--- src/rtl/ucsbece154b_dmem_wbuf.sv ---
// Data-memory front end: a FIFO write buffer sits between the core M stage and backing memory.
// Define WB_FORWARD_EN to let loads hit in the buffer; otherwise every load waits for a full drain.
module ucsbece154b_dmem_wbuf #(
    parameter int WB_DEPTH    = 4,
    parameter int MEM_LAT_MAX = 0
) (
    input  logic        clk,
    input  logic        reset,
    input  logic        MemReadM_i,
    input  logic        MemWriteM_i,
    input  logic [31:0] ALUResultM_i,
    input  logic [31:0] WriteDataM_i,
    output logic [31:0] ReadDataM_o,
    output logic        StallM_o,
    output logic        MemReq_o,
    output logic        MemWe_o,
    output logic [31:0] MemAddr_o,
    output logic [31:0] MemWData_o,
    input  logic        MemAck_i,
    input  logic [31:0] MemRData_i
);

    localparam int PTR_W = $clog2(WB_DEPTH);
    localparam logic [PTR_W:0] FULL_CNT = (PTR_W+1)'(WB_DEPTH);
    localparam int unused_mem_lat = MEM_LAT_MAX;

    typedef enum logic [1:0] {IDLE, WRITE, READ, RDONE} state_t;

    state_t           state, state_next;
    logic [29:0]      wb_addr [WB_DEPTH];
    logic [31:0]      wb_data [WB_DEPTH];
    logic [PTR_W-1:0] head, tail;
    logic [PTR_W:0]   count, count_next;
    logic [31:0]      rdata;

    logic [29:0] word_addr;
    logic        is_store, is_load, full, push, pop;
    logic        load_miss, read_go, store_stall, load_stall;
    logic        mem_req, mem_we;
    logic [31:0] mem_addr, mem_wdata, load_data;
    logic        unused_lsbs;

    assign word_addr   = ALUResultM_i[31:2];
    assign unused_lsbs = ^ALUResultM_i[1:0];
    assign is_store    = MemWriteM_i;
    assign is_load     = MemReadM_i & ~MemWriteM_i;
    assign full        = (count == FULL_CNT);
    assign pop         = (state == WRITE) & MemAck_i;
    assign push        = is_store & (~full | pop);
    assign count_next  = count + (PTR_W+1)'(push) - (PTR_W+1)'(pop);

`ifdef WB_FORWARD_EN
    logic             hit;
    logic [31:0]      fwd_data;
    logic [PTR_W-1:0] idx;

    // Scan oldest to youngest so the last match (youngest store) wins.
    always_comb begin
        hit      = 1'b0;
        fwd_data = '0;
        idx      = '0;
        for (int k = 0; k < WB_DEPTH; k++) begin
            idx = head + PTR_W'(k);
            if ((k < int'(count)) && (wb_addr[idx] == word_addr)) begin
                hit      = 1'b1;
                fwd_data = wb_data[idx];
            end
        end
    end

    assign load_miss = is_load & ~hit;
    assign read_go   = load_miss;
    assign load_data = (state == RDONE) ? rdata : (hit ? fwd_data : 32'h0);
`else
    // Without forwarding a load may only read memory once nothing older is buffered.
    assign load_miss = is_load;
    assign read_go   = load_miss & (count_next == '0);
    assign load_data = (state == RDONE) ? rdata : 32'h0;
`endif

    assign store_stall = is_store & full & ~pop;
    assign load_stall  = load_miss & (state != RDONE);

    always_ff @(posedge clk or negedge reset) begin
        if (!reset) begin
            state <= IDLE;
            head  <= '0;
            tail  <= '0;
            count <= '0;
            rdata <= '0;
        end else begin
            state <= state_next;
            count <= count_next;
            if (push)
                tail <= tail + 1'b1;
            if (pop)
                head <= head + 1'b1;
            if ((state == READ) && MemAck_i)
                rdata <= MemRData_i;
        end
    end

    always_ff @(posedge clk) begin
        if (push) begin
            wb_addr[tail] <= word_addr;
            wb_data[tail] <= WriteDataM_i;
        end
    end

    // A pending read takes priority over draining, but never preempts a write already on the bus.
    always_comb begin
        state_next = state;
        mem_req    = 1'b0;
        mem_we     = 1'b0;
        mem_addr   = '0;
        mem_wdata  = '0;
        case (state)
            IDLE: begin
                if (read_go)
                    state_next = READ;
                else if (count != '0)
                    state_next = WRITE;
            end
            WRITE: begin
                mem_req   = 1'b1;
                mem_we    = 1'b1;
                mem_addr  = {wb_addr[head], 2'b00};
                mem_wdata = wb_data[head];
                if (MemAck_i) begin
                    if (read_go)
                        state_next = READ;
                    else if (count_next != '0)
                        state_next = WRITE;
                    else
                        state_next = IDLE;
                end
            end
            READ: begin
                mem_req  = 1'b1;
                mem_addr = {word_addr, 2'b00};
                if (MemAck_i)
                    state_next = RDONE;
            end
            RDONE: state_next = IDLE;
            default: state_next = IDLE;
        endcase
    end

    assign MemReq_o    = mem_req;
    assign MemWe_o     = mem_we;
    assign MemAddr_o   = mem_addr;
    assign MemWData_o  = mem_wdata;
    assign StallM_o    = reset & (store_stall | load_stall);
    assign ReadDataM_o = (reset & is_load) ? load_data : 32'h0;

endmodule
--- config.mk ---
export PLATFORM = sky130hd
export DESIGN_NAME = ucsbece154b_dmem_wbuf
export DESIGN_NICKNAME = d
export VERILOG_FILES = /design/src/rtl/ucsbece154b_dmem_wbuf.sv
export SDC_FILE = /design/constraint.sdc
export NUM_CORES = 1
export LEC_CHECK = 0
export BUFFER_PORTS_ARGS = -buffer_cell sky130_fd_sc_hd__buf_2
export CORE_MARGIN = 5
export CORE_UTILIZATION = 55
export CTS_CLUSTER_DIAMETER = 200
export DETAILED_ROUTE_END_ITERATION = 7
export PLACE_DENSITY = 0.75
export SYNTH_ARGS = -nofsm -noshare
export SYNTH_HDL_FRONTEND = slang
export SYNTH_SLANG_ARGS = --single-unit
--- constraint.sdc ---
create_clock -name clk -period 7.85 [get_ports clk]
set_input_delay 0.3925 -clock clk [delete_from_list [all_inputs] [get_ports clk]]
set_output_delay 0.3925 -clock clk [all_outputs]
set_load 0.02 [all_outputs]
* Word-level counts from Yosys, hierarchy flattened
Memory sizes are Yosys's and may differ from the RTL's. Cells that the tools add are included.
Storage, ports and cells: register bits 41, RAM bits 248, bits of input ports 101, output and inout port bits 99, word-level logic and storage cells 55, memories 2
Cells by class: add/sub/neg operators 4, equality and inequality tests 8, muxes and demuxes 15, bitwise operators 14, reductions and logical operators 7
Memory list:
- wb_data | words 4, width 32, rd ports 1, clocked after memory_dff 0, write ports 1, RTL line 31 | logic [31:0] wb_data [WB_DEPTH];
- wb_addr | words 4, width 30, rd ports 1, clocked after memory_dff 0, write ports 1, RTL line 30 | logic [29:0] wb_addr [WB_DEPTH];
Operator list (number):
- 32-bit 2-to-1 mux | 3
- 32-bit one-hot mux with 2 select lines | 1
- 2-bit 2-to-1 mux | 5
- 1-bit AND | 9
- 2-bit one-hot mux with 4 select lines | 1
- 2-bit inequality test, second input constant | 3
- 3-bit nonzero test | 2
- 1-bit 2-to-1 mux | 5
- 2-bit by 1-bit adder with 2-bit output, second input constant | 2
- 2-bit equality test, second input constant | 2
- 3-bit by 1-bit adder with 3-bit output | 1
- 3-bit equality test, second input constant | 1
- 3-bit zero test | 1
- 3-bit inequality test, second input constant | 1
- 1-bit NOT | 3
- 3-bit AND reduction | 1
- 3-bit by 1-bit subtractor with 3-bit output | 1
- 2-bit by 1-bit equality test with 1-bit output, second input constant | 1
- 2-bit zero test | 1
- 1-bit OR | 2
- 2-bit OR reduction | 1
- 1-bit logical AND | 1

* Longest topological paths before layout
depth in word-level cells 11, mapped depth 13, depth with buffers taken out 13

* Worst setup path after synthesis
No wires, ideal clock.
kind flip-flop to flip-flop, start point register state[1], end point memory wb_addr[0][0], enable pin, library setup time 0.426 ns, arrival 2.938 ns, data required time 7.424 ns, path slack 4.486 ns, stages on the path, launching flop included 6, buffers on the path 0, clock period less this slack 3.364 ns, cell sequence dfrtp_1 inv_1 ha_1 nand2_1 a31oi_1 and2_1
On the way: cells in the longest elaborated chain, start to end 6
Ends and longest elaborated chain:
- from (decl) | RTL line 29 | state_t state, state_next;
- from (signal assigned) | RTL line 92 | state <= state_next;
- 2-bit by 1-bit equality test with 1-bit output | RTL line 48 | assign pop = (state == WRITE) & MemAck_i;
- 1-bit AND | RTL line 48
- 1-bit OR | RTL line 49 | assign push = is_store & (~full | pop);
- 1-bit AND | RTL line 49
- 1-bit 2-to-1 mux | RTL line 104 | if (push) begin
- 1-bit 2-to-1 mux (not written as such) | RTL line 105 | wb_addr[tail] <= word_addr;
- to (decl) | RTL line 30
No other way between the ends.

* Final worst setup path
start point register head[0], end point output MemAddr_o[12]
On the way: cells in the longest elaborated chain, start to end 2
Ends and longest elaborated chain:
- from (decl) | RTL line 32 | logic [PTR_W-1:0] head, tail;
- from (signal assigned) | RTL line 97 | head <= head + 1'b1;
- memory read 4 x 30 bit
- 32-bit one-hot mux with 2 select lines | RTL line 117 | case (state)
- to (decl) | RTL line 17 | output logic [31:0] MemAddr_o,
No other way between the ends.

==> flow_results.org <==
** CTS
- CTS H-tree lvls :: 1
- Clock tree from TritonCTS :: yes
- Clock-pin slew was measured on the worst setup and hold paths at around 0.060 ns.
- In this run, CTS created clock tree buffers numbering 29.
- The later pin in the worst-skew pair is clocked with a latency of 0.52 ns.
- Clk Tree Root Cell :: sky130_fd_sc_hd__clkbuf_16
- Once the clock tree was built, the setup fixing pass inserted 0 buffers.
- CTS sink count :: 289
- Once the clock tree was built, the resizer swapped 0 gates to a different size.
- The clock passes through at most 3 buffers.
- Number of buffers inserted by hold repair at cts :: 0

** Floorplan
- The die covers 0.0244 mm2.
- During I/O placement, the number of pins put on the boundary was 200.
- Row generation in the floorplan step produced 53 rows.
- In this run the vertical extent of the chip is 156 um.
- Placeable core region :: 0.0210 mm2
- Once the floorplan was initialized, standard cells occupied 55.9% of the core.
- Measured along the x axis, the die boundary spans 156 um.

** Pwr
- Power per unit of standard cell area :: 388 mW/mm2
- For this design the static power due to leakage is approximately 5.3 nW.
- IR analysis of the VDD net gives a maximum drop of 222 uV.
- PnR Total Power :: 0.00537 W

** Setup path
- In this design, the largest share of critical-path delay is due to buffers and inverters.
- Traced cell by cell, the critical path runs through buf_4, mux4_1, a22oi_1, nor2b_1, buf_2.
- STA classifies the critical path endpoint as an output port.
- STA puts the critical path data arrival time at 3.04 ns.
- The worst setup path is launched from a flip-flop.
- Number of buffers and inverters on the critical path :: 2
- In this design, the stage delay of the slowest critical-path cell is 0.79 ns.
- Worst-path cell with the longest stage delay :: sky130_fd_sc_hd__buf_4
- Data required time at the worst endpoint :: 7.46 ns
- Critical path peak fanout :: 50
- The critical path in this run is classified as reg -> out.

** Detailed routing
- TritonRoute pass-1 iters :: 4
- After detailed routing, the average wire length per cell comes to 20.9 um.
- Dividing the detail-routed via count by the number of cells gives 5.57.
- 1st-iter DRT viols :: 378
- The final route contains 6084 vias.
- Final ANT Viol Nets :: 0
- In the routed design, unresolved DRC markers number 0.
- The final layout contains routed wiring with a total length of around 23000 um.

** Timing
- After routing, the total negative slack on setup checks comes to 0 ns.
- The count of final hold-check violations came to 0.
- Min setup slack post-route :: 4.42 ns
- The worst path needs 3.43 ns of the cycle, external delays included.
- Transition time at the pin with the least slew margin :: between 0.9 and 1 ns
- Setup violators final :: 0
- Maximum achievable frequency :: 292 MHz
- The max-slew violation count is 0.
- In this run the tightest slew margin relative to its limit is 34.0%.
- Of the available clock period, the critical path in the final layout requires 43.7%.
- Worst-case clock skew :: 0.00686 ns
- Setup repair after global routing missed its margin :: false

** Layout
- Share of the core filled with cells in the final layout :: roughly two thirds
- Of the cells placed in the final design, the portion with a size suffix greater than 1 is between 40% and 50%.
- The filler cells instantiated in the layout total 1448.
- Compared with the post-synthesis result, the final layout area differs by 17.9%.
- Register Area :: 0.00848 mm2
- Inserted Diodes :: 0
- In the final layout, the multi-input gates occupy 0.00300 mm2.
- Final nets :: just over 900
- Post-route design area :: 0.0138 mm2

** Global routing
- Global-route wire length before repair :: 35700 um
- Across every metal layer, demand over resource in global routing totals between 10% and 20%.
- Pin count of the biggest net entering global routing :: 66
- The initial antenna violation count is 3.
- The via count of the first global-routing pass came to roughly 6500.
- Total global routing overflow :: 0

** Placed design
- Pre-CTS setup slack :: ~4.4 ns
- HPWL after detailed placement :: 13600 um
- Summing all placed instances gives a cell area of 0.0129 mm2.
- Routability-driven placement finished with a final weighted congestion of 0.795.
- In this run the tool buffered the top-level ports with 195 buffer cells.

** Run status
- The flow ran to the end, and the final reports show no timing, DRC or antenna violations.

** Logic synthesis
- YS warnings :: 0
- The cell area that synthesis handed to floorplanning was around 0.012 mm2.
- In this run, synthesis produced a sequential element count of 289.
- Area share of the largest cell type after synthesis :: 63.4%
- Share of synthesized registers carrying an async set or reset :: 14.2%
- Post-Synthesis Mean Instance Area :: 19.6 um2
- In the post-synthesis netlist, the cell with the most instances is sky130_fd_sc_hd__edfxtp_1.
- For this run, the register share of the synthesized area comes to 72.2%.
- Cell type with the largest total area after synthesis :: sky130_fd_sc_hd__edfxtp_1
- For this run, the leading register cell type out of synthesis is sky130_fd_sc_hd__edfxtp_1.
- Synthesis instantiated 30 different standard cells from the library.
- Yosys mapped a number of flops with a built-in enable equal to between 200 and 250.
- Cells after Synth :: 599
- By count the netlist is led by 248 x sky130_fd_sc_hd__edfxtp_1, 69 x sky130_fd_sc_hd__and2_1, 48 x sky130_fd_sc_hd__mux4_2, 41 x sky130_fd_sc_hd__dfrtp_1.
- Main area contributors after synthesis :: sky130_fd_sc_hd__edfxtp_1 63%, sky130_fd_sc_hd__mux4_2 9.2%, sky130_fd_sc_hd__dfrtp_1 8.7%

** Hold path
- The min-delay analysis places its worst path in the category in -> async.

** Job
- Across the run, the number of max-cap violations was 0.
## flip-flops by register name, summed over array words and instances (netlist names)
register,cells
count,3
tail,2
head,2
state,2
wb_addr,120
rdata,32
wb_data,128
## per-stage QoR
step | hold WS, ns | std cells
after floorplan | 0.0969 | 600
after global routing | 0.0642 | 1092
final | 0.00588 | 1092
after CTS | 0.0191 | 1092
after detailed placement | 0.485 | 1040
after global placement | 0.478 | 1040
## placed cells by master, fill, tap and decap left out, drive strengths merged, types with 5 or more instances in the layout
cell and n:
edfxtp 248, buf 200, and2 69, mux4 62, dfrtp 41, clkbuf 33
nor2b 32, mux2 32, a22oi 30, inv 12, clkinv 12, ha 11
nand2 6, bufinv 5
## cells by family (layout without fill, tap and decap cells)
family | Yosys count | in the layout | synth area share [%]
fa+ha+maj | 12 | 12 | 1.34
buf+inv | 47 | 264 | 2.40
xor+xnor | 4 | 4 | 0.426
flops | 289 | 289 | 72.2
compound gates | 40 | 40 | 2.45
simple gates | 112 | 112 | 5.78
other cells | 1 | 2 | 0.0319
mux | 94 | 94 | 15.4
## path summary, 6_finish.rpt
check / start / to / cells past startpoint / slack, ns
setup / recovery: head[0] / MemAddr_o[12] / 5 / 4.42
hold / removal: reset / rdata[23] / 1 / 0.006
setup reg to reg: state[1] / state[1] / 13 / 4.43
hold reg to reg: rdata[16] / rdata[16] / 1 / 0.50
max in group asynchronous: reset / head[0] / 1 / 7.16
min in group clk: WriteDataM_i[20] / wb_data[0][20] / 1 / 0.08
## area by class of cell
type | instances | share of cell area [%]
repair buffers | 200 | 7.32
well taps | 275 | 2.49
multi-input cells | 264 | 21.7
inverters | 12 | 0.325
clock inverters | 19 | 1.56
flip-flops and latches | 289 | 61.3
clock buffers | 33 | 5.35
## report_power, final
group,leakage [nW],internal [W],switching [W],total (W)
Clock,0.466,0.000836,0.000533,0.00137
Combinational,2.05,0.000773,0.00102,0.00179
Sequential,2.76,0.00207,0.000140,0.00221
Total,5.28,0.00368,0.00169,0.00537
## routing by layer
| metal | GRT usage, % | routed length (um) | up-vias |
|---|---|---|---|
| li1 | - | - | 2753 |
| met1 | 24.5 | 8960 | 3087 |
| met2 | 31.9 | 11600 | 205 |
| met3 | 4.74 | 1830 | 33 |
| met4 | 4.05 | 344 | 6 |
| met5 | 0 | 41 | - |
Note: power is estimated with default switching activity, not from simulation.
